--- config.mk ---
export PLATFORM = sky130hd
export DESIGN_NAME = mdu_sequencer
export DESIGN_NICKNAME = d
export VERILOG_FILES = /design/src/rtl/mdu_pkg.sv /design/src/rtl/mdu_step.sv /design/src/rtl/mdu_sequencer.sv
export SDC_FILE = /design/constraint.sdc
export NUM_CORES = 1
export LEC_CHECK = 0
export ABC_AREA = 0
export BUFFER_PORTS_ARGS = -buffer_cell sky130_fd_sc_hd__buf_2
export CAP_MARGIN = 15
export CORE_MARGIN = 2
export CORE_UTILIZATION = 45
export CTS_CLUSTER_SIZE = 28
export DETAILED_ROUTE_END_ITERATION = 12
export PLACE_DENSITY = 0.59
export SLEW_MARGIN = 20
export SYNTH_ARGS = -nofsm -noshare
export SYNTH_HDL_FRONTEND = slang
export SYNTH_SLANG_ARGS = --single-unit
--- constraint.sdc ---
create_clock -name clk -period 9.2 [get_ports clk]
set_input_delay 0.92 -clock clk [delete_from_list [all_inputs] [get_ports clk]]
set_output_delay 0.92 -clock clk [all_outputs]
set_load 0.05 [all_outputs]
--- src/rtl/mdu_pkg.sv ---
// Shared constants, state encoding and sign helpers for the multi-cycle
// multiply/divide sequencer.
package mdu_pkg;

   localparam int         WIDTH  = 32;
   localparam logic [4:0] MUL_OP = 5'h1E;
   localparam logic [4:0] DIV_OP = 5'h1F;

   typedef enum logic [1:0] {IDLE, RUN, FIX, DONE} state_t;

   function automatic logic [2*WIDTH-1:0] cond_neg64(input logic [2*WIDTH-1:0] v,
                                                     input logic               neg);
      return neg ? (~v) + {{(2*WIDTH-1){1'b0}}, 1'b1} : v;
   endfunction

   // Also yields the magnitude of a signed word; the most negative value maps to itself.
   function automatic logic [WIDTH-1:0] cond_neg(input logic [WIDTH-1:0] v,
                                                 input logic             neg);
      return neg ? (~v) + {{(WIDTH-1){1'b0}}, 1'b1} : v;
   endfunction

endpackage

--- src/rtl/mdu_step.sv ---
// One iteration of the unsigned shift-add multiplier or restoring divider.
// The accumulator is {HI half, LO half}; the divider's quotient bit enters at bit 0.
module mdu_step
   import mdu_pkg::*;
(
   input  logic               is_div,
   input  logic [2*WIDTH-1:0] acc,
   input  logic [WIDTH-1:0]   mag,
   output logic [2*WIDTH-1:0] acc_next,
   output logic               q_bit
);

   logic [WIDTH:0]   sum;
   logic [WIDTH:0]   rem_sh;
   logic [WIDTH-1:0] rem_sub;

   always_comb begin
      sum     = {1'b0, acc[2*WIDTH-1:WIDTH]} + {1'b0, mag & {WIDTH{acc[0]}}};
      rem_sh  = acc[2*WIDTH-1:WIDTH-1];
      // The trial difference always fits in WIDTH bits whenever it is kept.
      rem_sub = rem_sh[WIDTH-1:0] - mag;
      q_bit   = 1'b0;
      if (is_div) begin
         q_bit    = (rem_sh >= {1'b0, mag});
         acc_next = {q_bit ? rem_sub : rem_sh[WIDTH-1:0], acc[WIDTH-2:0], 1'b0};
      end else begin
         acc_next = {sum, acc[WIDTH-1:1]};
      end
   end

endmodule

--- src/rtl/mdu_sequencer.sv ---
// Multi-cycle signed multiply/divide sequencer owning the HI/LO registers,
// with a start/busy/done handshake for the control unit.
module mdu_sequencer
   import mdu_pkg::*;
(
   input  logic             clk,
   input  logic             reset_n,
   input  logic             start,
   input  logic [4:0]       FS,
   input  logic [WIDTH-1:0] S,
   input  logic [WIDTH-1:0] T,
   input  logic             flush,
   output logic             busy,
   output logic             done,
   output logic             div0,
   output logic [WIDTH-1:0] Y_HI,
   output logic [WIDTH-1:0] Y_LO,
   output logic             N,
   output logic             Z
);

   state_t             state_q, state_d;
   logic [5:0]         cnt_q, cnt_d;
   logic               is_div_q, is_div_d;
   logic               s_sign_q, s_sign_d;
   logic               t_sign_q, t_sign_d;
   logic [WIDTH-1:0]   mag_s_q, mag_s_d;
   logic [WIDTH-1:0]   mag_t_q, mag_t_d;
   logic [2*WIDTH-1:0] acc_q, acc_d;
   logic [WIDTH-1:0]   hi_q, hi_d;
   logic [WIDTH-1:0]   lo_q, lo_d;
   logic               n_q, n_d;
   logic               z_q, z_d;
   logic               div0_q, div0_d;

   logic               accept;
   logic [2*WIDTH-1:0] step_acc;
   logic               step_q_bit;
   logic [2*WIDTH-1:0] product;

   mdu_step u_step (
      .is_div   (is_div_q),
      .acc      (acc_q),
      .mag      (mag_t_q),
      .acc_next (step_acc),
      .q_bit    (step_q_bit)
   );

   always_comb begin
      // NOTE: every _d starts at its held value so no branch below can infer a latch.
      state_d  = state_q;
      cnt_d    = cnt_q;
      is_div_d = is_div_q;
      s_sign_d = s_sign_q;
      t_sign_d = t_sign_q;
      mag_s_d  = mag_s_q;
      mag_t_d  = mag_t_q;
      acc_d    = acc_q;
      hi_d     = hi_q;
      lo_d     = lo_q;
      n_d      = n_q;
      z_d      = z_q;
      div0_d   = div0_q;

      accept  = start && (FS == MUL_OP || FS == DIV_OP);
      product = cond_neg64(acc_q, s_sign_q ^ t_sign_q);

      case (state_q)
         IDLE, DONE: begin
            state_d = IDLE;
            if (accept) begin
               is_div_d = (FS == DIV_OP);
               s_sign_d = S[WIDTH-1];
               t_sign_d = T[WIDTH-1];
               mag_s_d  = cond_neg(S, S[WIDTH-1]);
               mag_t_d  = cond_neg(T, T[WIDTH-1]);
               acc_d    = {{WIDTH{1'b0}}, mag_s_d};
               cnt_d    = '0;
               state_d  = (FS == DIV_OP && T == '0) ? FIX : RUN;
            end
         end
         RUN: begin
            if (flush) begin
               state_d = IDLE;
            end else begin
               acc_d = step_acc | {{(2*WIDTH-1){1'b0}}, step_q_bit};
               cnt_d = cnt_q + 6'd1;
               if (cnt_q == 6'd31) state_d = FIX;
            end
         end
         FIX: begin
            if (flush) begin
               state_d = IDLE;
            end else begin
               state_d = DONE;
               div0_d  = 1'b0;
               if (!is_div_q) begin
                  {hi_d, lo_d} = product;
               end else if (mag_t_q == '0) begin
                  hi_d   = cond_neg(mag_s_q, s_sign_q);
                  lo_d   = '1;
                  div0_d = 1'b1;
               end else begin
                  // Quotient sign from both operands, remainder follows the dividend.
                  lo_d = cond_neg(acc_q[WIDTH-1:0], s_sign_q ^ t_sign_q);
                  hi_d = cond_neg(acc_q[2*WIDTH-1:WIDTH], s_sign_q);
               end
               n_d = is_div_q ? lo_d[WIDTH-1] : hi_d[WIDTH-1];
               z_d = ({hi_d, lo_d} == '0);
            end
         end
         default: state_d = IDLE;
      endcase
   end

   always_ff @(posedge clk or negedge reset_n) begin
      if (!reset_n) begin
         state_q  <= IDLE;
         cnt_q    <= '0;
         is_div_q <= 1'b0;
         s_sign_q <= 1'b0;
         t_sign_q <= 1'b0;
         mag_s_q  <= '0;
         mag_t_q  <= '0;
         acc_q    <= '0;
         hi_q     <= '0;
         lo_q     <= '0;
         n_q      <= 1'b0;
         z_q      <= 1'b1;
         div0_q   <= 1'b0;
      end else begin
         // NOTE: non-blocking so every flop samples the pre-edge values of its peers.
         state_q  <= state_d;
         cnt_q    <= cnt_d;
         is_div_q <= is_div_d;
         s_sign_q <= s_sign_d;
         t_sign_q <= t_sign_d;
         mag_s_q  <= mag_s_d;
         mag_t_q  <= mag_t_d;
         acc_q    <= acc_d;
         hi_q     <= hi_d;
         lo_q     <= lo_d;
         n_q      <= n_d;
         z_q      <= z_d;
         div0_q   <= div0_d;
      end
   end

   assign busy = (state_q == RUN) || (state_q == FIX);
   assign done = (state_q == DONE);
   assign div0 = div0_q;
   assign Y_HI = hi_q;
   assign Y_LO = lo_q;
   assign N    = n_q;
   assign Z    = z_q;

endmodule

# Yosys cells after proc, flatten, opt, wreduce, memory -nomap -nowiden
# Index checks and enable logic that the tools add are counted.
# op_classes
bitwise	10
div_mod_pow	0
n_addsub	9
n_mux	32
multipliers	0
eq_ne	9
order_cmp	1
shifts	0
reduce_logical	13
# ops
cell	count
32-bit two-way mux	14
64-bit two-way mux	4
32-bit by 1-bit adder with 32-bit output (second input constant)	5
32-bit inverter	5
64-bit case mux with 2 select lines	1
64-bit by 1-bit adder with 64-bit output (second input constant)	1
32-bit logical NOT	2
64-bit logical NOT	1
64-bit inverter	1
64-bit by 1-bit bitwise OR with 64-bit output	1
32-bit by 32-bit adder with 33-bit output	1
33-bit by 32-bit greater-or-equal comparator with 1-bit output	1
32-bit bitwise AND	1
32-bit subtractor	1
6-bit two-way mux	2
6-bit case mux with 2 select lines	1
5-bit == test (second input constant)	2
2-bit two-way mux	5
6-bit by 1-bit adder with 6-bit output (second input constant)	1
6-bit by 5-bit == test with 1-bit output (second input constant)	1
2-bit case mux with 3 select lines	1
2-bit == test (second input constant)	2
1-bit two-way mux	4
2-bit != test (second input constant)	2
11 further kinds	14
# totals
output_inout_bits	69
in_bits	73
reg_bits	206
mem_bits_rw	0
n_memories	0
latch_bits	0
romBits	0
elab_cells	87

# Depth between registers and ports, before layout
# depth
ltp_word	8
mapped_depth	15
depth_no_buf	13

# Hierarchy
# From an unflattened synthesis, not the netlist that was laid out.
# hier_totals
cells_unflattened	2204
hier_area_um2	18008.5
# modules_own_cells
mod	seq_area_each_um2	instances	area_each_um2	cells_per_inst
mdu_sequencer	5156.2	1	13202.7	1548
mdu_step	0.0	1	4805.9	656

# Worst setup path before layout
# OpenSTA, ideal clock, no wires.
# synth_path
path_kind	register to register
startpoint	register acc_q[32]
endpoint	register z_q (netlist: Z)
stages_incl_launch_ff	13
arrival_time_ns	3.559
required_time_ns	9.114
setup_time_ns	0.086
setup_slack_ns	5.555
path_buffers	1
cell_sequence	dfrtp_1 -> inv_1 -> ha_1 -> or3b_2 -> or4_1 -> clkbuf_1 -> nand2_1 -> xor2_1 -> mux2i_1 -> mux2_2 -> a2111o_1 -> or4_4 -> o31ai_2
# synth_via
elab_chain_len	8
# synth_rtl
element	line_no	text
from (decl)	mdu_sequencer.sv:29	logic [2*WIDTH-1:0] acc_q, acc_d;
from (signal assigned)	mdu_sequencer.sv:125	acc_q <= '0;
from (signal assigned)	mdu_sequencer.sv:140	acc_q <= acc_d;
32-bit inverter	mdu_pkg.sv:19	return neg ? (~v) + {{(WIDTH-1){1'b0}}, 1'b1} : v;
32-bit by 1-bit adder with 32-bit output	mdu_pkg.sv:19	
32-bit two-way mux	mdu_pkg.sv:19	
32-bit two-way mux	mdu_sequencer.sv:99	end else if (mag_t_q == '0) begin
32-bit two-way mux *	mdu_sequencer.sv:97	if (!is_div_q) begin
32-bit two-way mux *	mdu_sequencer.sv:92	if (flush) begin
32-bit two-way mux *	mdu_sequencer.sv:68	case (state_q)
64-bit logical NOT *	mdu_sequencer.sv:109	z_d = ({hi_d, lo_d} == '0);
to (signal assigned)	mdu_sequencer.sv:144	z_q <= z_d;
to (decl)	mdu_sequencer.sv:33	logic z_q, z_d;
# Every way passes the cells marked *; elsewhere a longest branch is shown, timed or not. The select of a mux whose other input is x is not followed.
# A chain may end at the register's enable or synchronous reset.

# Final worst setup path
# layout_path
startpoint	register mag_t_q[1]
endpoint	register acc_q[62]
# layout_via
elab_chain_len	6
# layout_rtl
element	line_no	text
from (decl)	mdu_sequencer.sv:28	logic [WIDTH-1:0] mag_t_q, mag_t_d;
from (signal assigned)	mdu_sequencer.sv:139	mag_t_q <= mag_t_d;
32-bit bitwise AND (tied with other cells)	mdu_step.sv:18	sum = {1'b0, acc[2*WIDTH-1:WIDTH]} + {1'b0, mag & {WIDTH{acc[0]}}};
32-bit by 32-bit adder with 33-bit output or 32-bit two-way mux (tied branches)	mdu_step.sv:18, mdu_step.sv:25	
64-bit two-way mux *	mdu_step.sv:23	if (is_div) begin
64-bit by 1-bit bitwise OR with 64-bit output *	mdu_sequencer.sv:86	acc_d = step_acc | {{(2*WIDTH-1){1'b0}}, step_q_bit};
64-bit two-way mux *	mdu_sequencer.sv:83	if (flush) begin
64-bit case mux with 2 select lines *	mdu_sequencer.sv:68	
# Marked as above.

==> results.md <==
- The number of endpoints failing setup at the final stage is 0.
- In the finished design, the share of the clock period the worst path needs comes to 0.5213.
- The maximum clock rate is 208.5 MHz.
- In the layout the commonest cells are sky130_fd_sc_hd__nand2_1, sky130_fd_sc_hd__dfrtp_1, sky130_fd_sc_hd__o21ai_0, sky130_fd_sc_hd__nor2_1, sky130_fd_sc_hd__buf_2.
- In this run the worst path has a maximum fanout of 27.
- The number of warnings issued by yosys is 0.
- The reg2reg setup slack is 4.40 ns.
- The worst reg2reg path startpoint is mag_t_q[1].
- The number of flip-flops and latches in the synthesized netlist is 206.
- Setup repair after global routing left no endpoint under its margin.
- In the synthesized netlist, the number of instances is 2174.
- The non-filler instance count after layout is 2755.
- For this design, the slowest cell found on the critical path is sky130_fd_sc_hd__o311ai_0.
- The wire length per cell after detailed routing is 22.61 um.
- The initial antenna violation count is 1.
- The most common library cell in the layout ignoring fill and taps is sky130_fd_sc_hd__nand2_1.
- The remaining global-route overflow is 0.
- The post-detailed-route DRC marker count is 0.
- The number of buffers on the longest clock path is 3.
- The pre-antenna-repair detailed-routing pass consisted of 9 iterations.
- The number of hold violations in the final report was 0.
- The final hold slack is 0.3363 ns.
- The number of setup buffers added after CTS is 0.
- The clock-pin transition on the worst setup and hold timing paths is 0.06 ns.
- The worst register-to-register path ends at acc_q[62].
- The first routing iteration left 1719 violations.
- Fill cells in the final layout number 3869.
- During I/O placement, the number of pins put on the boundary was 142.
- STA classifies the critical path endpoint as a flop.
- Ranked by total cell area, the synthesized netlist is headed by sky130_fd_sc_hd__dfrtp_1, sky130_fd_sc_hd__xor2_1, sky130_fd_sc_hd__nand2_1.
- The final estimated routing congestion in global placement is 0.9374.
- The transition time of the tightest slew-check pin is 1.120 ns.
- In this run the core area contains 72 standard-cell rows.
- The effective utilization at floorplan is 0.4547.
- The via count of the first global-routing pass is 16170.
- After layout, the minimum clock period comes to 4.796 ns.
- The worst slew margin relative to its limit is 0.2514.
- The total clock buffers created by CTS is 26.
- The CTS sink count is 206.
- The path class of the tightest hold or removal check is primary input to asynchronous set/reset pin.
- The core area is 38560 sq um.
- The hold buffer count at CTS is 0.
- The startpoint class of the critical path is a flop.
- The maximum number of pins on one net before global-route repair is 83.
- For this run, the register share of the synthesized area comes to 0.2941.
- The largest total area in the synthesized netlist belongs to sky130_fd_sc_hd__dfrtp_1.
- Synthesis produced a netlist with a net count of 2322.
- The number of maximum-capacitance violations is 0.
- The number of gates resized after CTS is 0.
- In this run the cell area measured after placement is 18520 sq um.
- Of the cells placed in the final design, the portion with a size suffix greater than 1 is 0.1239.
- For this design the ratio of total power to cell area is 246.0 nW/um^2.
- The via total after detailed routing is 17080.
- Clock latency on the worst-skew pair, taken at its later pin, is 0.56 ns.
- The routed design has 62.29 mm of wire.
- The clock arrives with 0.01023 ns of skew.
- The die span in x is 201.4 um.
- The average instance in the mapped netlist occupies 8.064 sq um.
- The number of buffers and inverters on the critical path is 1.
- The finished layout cell area is 19360 sq um.
- Across every metal layer, demand over resource in global routing totals 0.3024.
- The critical path's largest stage delay is 0.89 ns.
- The unique cell type count in the Yosys netlist is 80.
- Summed over all failing endpoints, the final setup total negative slack is 0 ns.
- The kind of cell adding the most delay to the critical path is compound AO/OA/AOI/OAI gates.
- Summed over all cells, the static leakage comes to 8.580 nW.
- The cell total after placement is 2705.
- Relative to the synthesized area, the layout overhead comes to 10.43%.
- In the final design database the tool counted 2363 nets.
- The mapped netlist covers 17530 sq um.
- The floorplan step set the die height to 201.4 um.
- The multi-input combinational cells in the finished layout cover a total of 11560 sq um.
- The final max-slew violation count is 0.
- The wire-length estimate of the detail-placed layout is 46.85 mm.
- The overall power is 0.004763 W.
- The buffer cell driving the clock tree root is sky130_fd_sc_hd__clkbuf_16.
- Once detail routing completed, the nets flagged for antenna violations numbered 0.
- The total die area is 40550 sq um.
- The maximum level of the CTS H-tree is 1.
- Yosys mapped a number of flops with a built-in enable equal to 0.
- TritonCTS built the clock tree.
- The most used flip-flop cell after synthesis is sky130_fd_sc_hd__dfrtp_1.
- The worst path required time is 9.60 ns.
- Summing all flip-flop and latch instances after layout gives 5157 sq um.
- The share of async-settable or async-resettable flops after synthesis is 1.000.
- Measured in cells, the most critical reg-to-reg path has a length of 11.
- The run finished with clean final reports.
- The first global-routing pass estimated 96.72 mm of wire.
- The critical path goes through inv_1, ha_1, nor2b_1, o31a_1, o311ai_0, a311oi_1, o311ai_0, a21o_1, nand2_2, a31oi_1, o211ai_1.
- The library cell appearing most often on the critical path is sky130_fd_sc_hd__o311ai_0.
- The worst setup path is of the flop to flop kind.
- Port buffering added 141 buffers.
- The post-detailed-route via-to-cell ratio is 6.199.
- At the worst endpoint, the arrival time is 5.19 ns.
- The top-area cell type share of the netlist area is 0.2926.
- The largest vdd supply drop is 0.1429 mV.
-- where the power goes --
| part | internal [W] | switching [W] |
|---|---|---|
| registers | 0.00113 | 0.000303 |
| logic | 0.000742 | 0.00158 |
| clock network | 0.000569 | 0.000434 |
| total | 0.00244 | 0.00232 |
-- cell type report --
| cell class | count | area share |
|---|---|---|
| Antenna cell | 2 | 0.0002585 |
| Tap cell | 518 | 0.03348 |
| Clock buffer | 33 | 0.03600 |
| Multi-Input combinational cell | 1748 | 0.5973 |
| Sequential cell | 206 | 0.2664 |
| Timing Repair Buffer | 165 | 0.04641 |
| Clock inverter | 15 | 0.006916 |
| Inverter | 68 | 0.01319 |
-- cell families after synthesis --
kind of cell / count (synthesis) / share of synthesized area
simple gates: 727 / 0.2023
compound gates: 622 / 0.2298
xor+xnor: 228 / 0.1139
buf+inv: 220 / 0.04818
flops: 206 / 0.2941
mux: 96 / 0.05731
fa+ha+maj: 75 / 0.05439
-- registers in the layout, summed over array words and instances, names as in the netlist --
| register | count |
|---|---|
| N | 1 |
| mag_s_q | 32 |
| state_q | 2 |
| is_div_q | 1 |
| div0 | 1 |
| Y_LO | 32 |
| Z | 1 |
| Y_HI | 32 |
| t_sign_q | 1 |
| cnt_q | 6 |
| s_sign_q | 1 |
| acc_q | 64 |
| mag_t_q | 32 |
-- cells in the mapped netlist, drive strengths merged (16+ instances only) --
master  count
a21o       24
a21oi     119
a22oi      17
a31oi      36
buf        17
clkbuf    135
dfrtp     205
ha         73
inv        66
mux2       25
mux2i      70
nand2     273
nand3      32
nand4      33
nor2      159
nor2b      21
nor3       41
nor4       43
o211ai     16
o21a       16
o21ai     201
o221ai     21
o31ai      41
o41ai      23
or3        30
or4        27
xnor2     105
xor2      123
-- metal layers --
metal	wire length, um	GRT usage	up-vias
li1	-	-	8001
met1	29720	0.4658	8247
met2	25880	0.4388	738
met3	5309	0.04616	92
met4	1382	0.07458	0
met5	0	0	-
-- through the flow --
stage / setup WS, ns / util
2_1_floorplan: 5.555 / -
3_3_place_gp: 4.573 / 0.4803
3_5_place_dp: 4.570 / 0.4803
4_1_cts: 4.528 / 0.5019
5_1_grt: 4.206 / 0.5019
6_report: 4.404 / 0.5021
-- how the worst max path moves through the flow --
stage / start / end / slack (ns) / cells past startpoint
final: mag_t_q[1] / acc_q[62] / 4.40 / 11
after global routing: mag_t_q[1] / acc_q[63] / 4.21 / 11
after floorplan: acc_q[32] / Z / 5.56 / 12
after detailed placement: mag_t_q[1] / acc_q[63] / 4.57 / 11
after CTS: mag_t_q[1] / acc_q[63] / 4.53 / 11
after global placement: acc_q[0] / Z / 4.57 / 12
-- worst register-to-register path, delay by kind of cell, from the launching register on --
family,cells,cell delay (ns)
AOI/OAI and AO/OA,7,3.12
and+or+nand+nor,2,0.70
DFF,1,0.40
adders and majority gates,1,0.33
buffers and inverters,1,0.10
(Power assumes the default switching activity.)
